[config.mk]
export PLATFORM = sky130hd
export DESIGN_NAME = noise_sampler
export DESIGN_NICKNAME = d
export VERILOG_FILES = /design/src/rtl/noise_sampler.sv
export SDC_FILE = /design/constraint.sdc
export NUM_CORES = 1
export LEC_CHECK = 0
export ABC_AREA = 0
export CAP_MARGIN = 20
export CELL_PAD_IN_SITES_DETAIL_PLACEMENT = 1
export CELL_PAD_IN_SITES_GLOBAL_PLACEMENT = 2
export CORE_MARGIN = 5
export CORE_UTILIZATION = 38
export DETAILED_ROUTE_END_ITERATION = 12
export PLACE_DENSITY_LB_ADDON = 0.1
export RECOVER_POWER = 50
export SYNTH_ARGS = -nofsm -noshare
export SYNTH_HDL_FRONTEND = slang
export SYNTH_SLANG_ARGS = --single-unit
[constraint.sdc]
create_clock -name clk -period 7.65 [get_ports clk]
set_input_delay 1.9125 -clock clk [delete_from_list [all_inputs] [get_ports clk]]
set_output_delay 1.9125 -clock clk [all_outputs]
set_load 0.05 [all_outputs]
[src/rtl/noise_sampler.sv]
// noise_sampler: samples the LFSR word every hold period and scales it by a signed level.
// Define NOISE_LPF_EN to add a one-pole low-pass stage on the output.
module noise_sampler #(
    parameter int HOLD_W    = 16,
    parameter int LPF_SHIFT = 3
) (
    input  logic              clk,
    input  logic              reset,
    input  logic              enable,
    input  logic [31:0]       rnd,
    output logic              rnd_step,
    input  logic [HOLD_W-1:0] hold,
    input  logic [11:0]       level,
    output logic [15:0]       sample,
    output logic              sample_valid,
    input  logic              sample_ready,
    output logic              overrun
);

    typedef enum logic [2:0] {
        IDLE,
        CAPTURE,
        SCALE,
`ifdef NOISE_LPF_EN
        FILT,
`endif
        PRESENT
    } state_t;

    state_t state;
    state_t state_nxt;

    logic [HOLD_W-1:0] cnt;
    logic              tick;
    logic [15:0]       x;
    logic signed [27:0] x_ext;
    logic signed [27:0] l_ext;
    logic signed [27:0] p;
    logic signed [16:0] p_sh;
    logic [15:0]       s_sat;
    logic [15:0]       sample_q;
    logic              unused_bits;

    assign tick = enable && (cnt == '0);

    always_ff @(posedge clk) begin
        if (!reset) begin
            cnt <= '0;
        end else if (enable) begin
            if (tick) begin
                cnt <= (hold == '0) ? '0 : hold - HOLD_W'(1);
            end else begin
                cnt <= cnt - HOLD_W'(1);
            end
        end
    end

    // A tick is only absorbed in IDLE or by an accepting PRESENT.
    always_ff @(posedge clk) begin
        if (!reset) begin
            overrun <= 1'b0;
        end else if (!enable) begin
            overrun <= 1'b0;
        end else if (tick && (state != IDLE) &&
                     !((state == PRESENT) && sample_ready)) begin
            overrun <= 1'b1;
        end
    end

    always_ff @(posedge clk) begin
        if (!reset) begin
            state <= IDLE;
        end else begin
            state <= state_nxt;
        end
    end

    always_comb begin
        state_nxt    = state;
        rnd_step     = 1'b0;
        sample_valid = 1'b0;
        unique case (state)
            IDLE: begin
                if (tick) state_nxt = CAPTURE;
            end
            CAPTURE: begin
                rnd_step  = 1'b1;
                state_nxt = SCALE;
            end
            SCALE: begin
`ifdef NOISE_LPF_EN
                state_nxt = FILT;
`else
                state_nxt = PRESENT;
`endif
            end
`ifdef NOISE_LPF_EN
            FILT: begin
                state_nxt = PRESENT;
            end
`endif
            PRESENT: begin
                sample_valid = 1'b1;
                if (sample_ready) state_nxt = tick ? CAPTURE : IDLE;
            end
            default: begin
                state_nxt = IDLE;
            end
        endcase
    end

    always_ff @(posedge clk) begin
        if (!reset) begin
            x <= '0;
        end else if (state == CAPTURE) begin
            x <= rnd[31:16];
        end
    end

    // Q1.11 level: drop 11 fraction bits, then clamp to 16 bits.
    assign x_ext = 28'($signed(x));
    assign l_ext = 28'($signed(level));
    assign p     = x_ext * l_ext;
    assign p_sh  = p[27:11];

    always_comb begin
        s_sat = p_sh[15:0];
        if (p_sh[16] != p_sh[15]) begin
            s_sat = p_sh[16] ? 16'h8000 : 16'h7FFF;
        end
    end

`ifdef NOISE_LPF_EN
    logic [15:0]        s_q;
    logic signed [16:0] diff;
    logic signed [16:0] step;
    logic signed [16:0] y_nxt;

    // sample_q doubles as the filter state y.
    assign diff  = $signed({s_q[15], s_q}) - $signed({sample_q[15], sample_q});
    assign step  = diff >>> LPF_SHIFT;
    assign y_nxt = $signed({sample_q[15], sample_q}) + step;

    always_ff @(posedge clk) begin
        if (!reset) begin
            s_q      <= '0;
            sample_q <= '0;
        end else begin
            if (state == SCALE) s_q <= s_sat;
            if (state == FILT) sample_q <= y_nxt[15:0];
        end
    end

    assign unused_bits = ^{rnd[15:0], p[10:0], y_nxt[16]};
`else
    always_ff @(posedge clk) begin
        if (!reset) begin
            sample_q <= '0;
        end else if (state == SCALE) begin
            sample_q <= s_sat;
        end
    end

    assign unused_bits = ^{rnd[15:0], p[10:0], 1'(LPF_SHIFT)};
`endif

    assign sample = sample_q;

endmodule

# After elaboration in Yosys (flattened, before gate mapping)
# Index checks and enable logic that the tools add are counted.
dict set report totals {
  ff_bits 52
  inputBits 64
  output_inout_bits 19
  wordCells 35
}
dict set report op_classes {
  add_sub_neg 2
  n_mul 1
  eq_ne 6
  muxes 10
  n_reduce_logical 11
}
# operator count
set op_table {}
lappend op_table {{$mux 16} 4}
lappend op_table {{$logic_not 16->1} 2}
lappend op_table {{$sub 16x1->16 const B} 2}
lappend op_table {{$mul 16x12->28} 1}
lappend op_table {{$pmux 3 s4} 1}
lappend op_table {{$eq 3x2->1 const B} 2}
lappend op_table {{$mux 3} 2}
lappend op_table {{$logic_and 1x1->1} 4}
lappend op_table {{$ne 2x2->1 const B} 2}
lappend op_table {{$reduce_and 2->1} 2}
lappend op_table {{$eq 3x1->1 const B} 1}
lappend op_table {{$logic_not 3->1} 1}
lappend op_table {{$mux 1} 3}
lappend op_table {{$reduce_bool 3->1} 1}
lappend op_table {{$logic_not 1->1} 1}
lappend op_table {{$ne 1x1->1} 1}

# Logic depth before layout (Yosys ltp)
dict set report logic_depth {
  ltp_word 5
  depth_mapped 22
}

# Worst setup path before layout
# OpenSTA, ideal clock, no wires.
dict set report synth_timing {
  path_type {input port to flip-flop}
  from {input port level[6]}
  to {register sample_q[10] (netlist: sample[10])}
  setup_time_ns 0.086
  arrival_time_ns 7.024
  slack_ns 0.541
  path_stages 20
  n_path_buf 2
  path_cell_list {clkbuf_1 -> nand2_1 -> fa_1 -> inv_1 -> fa_1 -> fa_1 -> fa_1 -> inv_1 -> fa_1 -> inv_1 -> ha_1 -> a211o_1 -> a221oi_2 -> o2111ai_1 -> a31oi_2 -> o21a_2 -> mux2i_1 -> nor2_2 -> buf_2 -> a211oi_1}
}
dict set report synth_between {
  elab_chain_cells 3
}
# item line
set synth_rtl {}
lappend synth_rtl {{from (decl)} 13} ;# input logic [11:0] level,
lappend synth_rtl {{$mul 16x12->28 (*)} 123} ;# assign p = x_ext * l_ext;
lappend synth_rtl {{$mux 16 or $ne 1x1->1 (tied branches)} {129, 128}}
lappend synth_rtl {{$mux 16 (*)} 128} ;# if (p_sh[16] != p_sh[15]) begin
lappend synth_rtl {{to (signal assigned)} 160} ;# sample_q <= s_sat;
lappend synth_rtl {{to (decl)} 41} ;# logic [15:0] sample_q;
# Mark *: on every way between the ends. The rest lies on a longest branch, timed or not.
# A chain may end at the register's enable or synchronous reset.

# Worst setup path in the final report
dict set report layout_timing {
  from {input port level[3]}
  to {register sample_q[13] (netlist: sample[13])}
}
# The elaborated chain is that of the path after synthesis.

==> flow_summary_export.csv <==
group,metric,value,unit
status,outcome,"completed",
floorplan,die_w,165,µm
floorplan,initial_utilization,38.8,%
critical_path,r2r-start,"x[11]",
route,routed_wl,24400,µm
route,routedWlPerCell,16.8,µm
critical_path,arrival,7660,ps
critical_path,path_common_cell,"fa_1",
critical_path,crit_chain,"clkdlybuf4s50_1, buf_12, nand2_1, fa_1, fa_1, inv_1, fa_1, fa_1, inv_1, fa_1, inv_1, ha_1, a211o_1, a221oi_2, o2111ai_2, a31oi_2, o21a_2, mux2i_2, nor2_2, buf_12, a211oi_1",
synth,synthTopCellsByArea,"fa_1 38%, dfxtp_1 11%, ha_1 8.5%",
timing,fin_crit_sh,97.3,%
placed_design,place_area,0.0107,mm²
global_routing,antenna_found_initial,0,
placed_design,gp_congestion,0.744,
clocking,clockBufferDepth,2,
synth,yosysWarnings,0,
timing,tightest_slew,1250,ps
critical_path,cp-end-kind,"register",
cells_and_area,instances_no_fill,1451,
timing,rsz0062_at_grt,"false",
floorplan,die_h,165,µm
synth,synth_cells,1023,
power_and_ir_drop,internal_power,1.90,mW
floorplan,die_area,0.0273,mm²
critical_path,critical_path_class,"input pin to register",
critical_path,crit_path_max_incr_delay,530,ps
clocking,root_buffer,"clkbuf_16",
worst_hold_path,min_path_type,"register to register",
synth,synth.largest_area_cell,"fa_1",
timing,clock_skew,11.5,ps
placed_design,place_hpwl,20200,µm
critical_path,cp_data_required_time,7870,ps
global_routing,grt_pass1_vias,7988,
cells_and_area,design_area,0.0110,mm²
route,vias_per_cell,4.87,
critical_path,crit_start,"level[3]",
placed_design,placed_cells,1440,
route,firstDrtPassIters,4,
route,drc,0,
worst_hold_path,hold_path.startpoint,"cnt[10]",
synth,synth_edf_count,0,
power_and_ir_drop,p_clk_share,6.5,%
clocking,clk_pin_slew,80,ps
floorplan,core,0.0236,mm²
cells_and_area,antenna-diode-count,0,
cells_and_area,area_delta_synth_final,19.8,%
global_routing,grt_max_degree,41,
power_and_ir_drop,p_leak,5.18,nW
synth,synth_top_area_share,38.5,%
floorplan,io_pins,83,
critical_path,cp-start-kind,"input pin",
global_routing,grt-ovfl-total,0,
synth,async_flop_share,0,%
timing,hold_viol,0,
cells_and_area,final_nets,1433,
synth,avgSynthCellArea,8.95,µm²
route,antenna_left,0,
synth,synth.yosys.seq_area_share,11.1,%
route,vias,7069,
critical_path,crit_path_top_delay_cell,"fa_1",
synth,synth-seq-cells,51,
timing,tns,0,ps
cells_and_area,drive_gt1_share,10.1,%
route,drt-initial-drc-count,271,
critical_path,crit_path_max_fanout,16,
worst_hold_path,hold_path_depth,2,
clocking,insertion_delay,310,ps
clocking,htreeDepth,2,
power_and_ir_drop,combPwrFrac,82.2,%
synth,synth.most_common_cell,"inv_1",
flow_run,max_cap_viol_count,0,
timing,timing.hold.ws,485,ps
power_and_ir_drop,seq_power_share,11.3,%
clocking,cts_tree,"built",
clocking,numCtsBuffers,5,
timing,final-setup-viol-count,0,
critical_path,r2r_cells,19,
synth,synth_top_flop_cell,"dfxtp_1",
critical_path,reg2reg_setup_slack,1630,ps
synth,syn_area,0.00916,mm²
synth,netlist_top_cells_count,"206 x inv_1, 176 x fa_1, 145 x nand2_1, 62 x ha_1, 55 x and2_1",
placed_design,portBuffers,66,
power_and_ir_drop,power_density,346,mW/mm²
floorplan,rows,56,
power_and_ir_drop,swShare,50.0,%
power_and_ir_drop,p_switching,1.90,mW
timing,min_period,7440,ps
synth,synth.net_count,1325,
timing,fmax,134,MHz
timing,slew_headroom,16.6,%
global_routing,grt_pass1_wl,41000,µm
synth,synth.distinct_cells,61,
global_routing,track_usage,19.0,%
timing,slew_viol_final,0,
clocking,cts_sinks,51,
power_and_ir_drop,ir_drop,354,µV
-- cells by family after synthesis --
kind of cell | synth area share (%)
flip-flops | 11.1
XOR/XNOR | 3.77
buffers and inverters | 10.4
adder cells (fa/ha/maj) | 46.9
multiplexers | 2.30
AO/OA/AOI/OAI | 7.97
AND/OR/NAND/NOR | 17.5
-- what timing repair did --
item,4_1_cts,5_1_grt
hold buffers,0,0
cloned,0,1
pin swaps,0,5
endpoints found under the setup margin,1,15
resized for setup,1,14
buffers inserted,0,2
-- final timing paths --
kind,end
max,sample[13]
min,cnt[10]
max reg2reg,sample[13]
min reg2reg,cnt[10]
-- final cells by class --
type	count	area, µm²
well taps	319	399
clock buffers	5	125
flip-flops and latches	51	1020
multi-input cells	723	7250
fillers	2765	12600
inverters	206	773
repair buffers	144	1380
clock inverters	3	27.5
-- per-stage QoR --
step	power, mW	utilization (%)	setup WS, ps
after floorplan	2.41	-	541
after global placement	3.44	45.4	-235
after detailed placement	3.47	45.4	-291
after CTS	3.80	46.0	21.9
after global routing	4.25	46.4	19.1
final	3.80	46.4	209
-- power by group through the flow --
stage	clock network, mW	logic, mW	registers (mW)
detailed placement	0	3.04	0.433
global route	0.267	3.55	0.439
global placement	0	3.01	0.433
floorplan	0	2.00	0.416
finish	0.247	3.12	0.429
CTS	0.258	3.11	0.429
-- critical path, delay by kind of cell --
| kind | cells | cell delay [ps] |
|---|---|---|
| simple gates | 2 | 160 |
| fa+ha+maj | 6 | 2870 |
| mux | 1 | 280 |
| compound gates | 6 | 1440 |
| buf+inv | 6 | 970 |
-- flip-flops by register name, indices dropped and copies added, names as in the netlist --
name / cells
cnt: 16
sample: 16
x: 16
state: 2
overrun: 1
-- cell usage in the layout (no fill, tap or decap), drive strengths merged, types with 17 or more instances in the layout --
cell           count
inv              207
fa               176
nand2            145
buf               76
ha                62
and2              56
dfxtp             51
clkdlybuf4s50     48
nor2              48
nor2b             29
xnor2             21
mux2i             21
dlygate4sd3       17
o21ai             17
-- per-layer routing --
metal,vias up,track usage [%],wire [µm]
met5,-,0,0
met4,0,2.12,142
met3,13,2.33,714
met2,84,31.9,11500
met1,3607,27.3,12000
li1,3365,-,-
No activity file was read; power rests on OpenSTA's default activity.
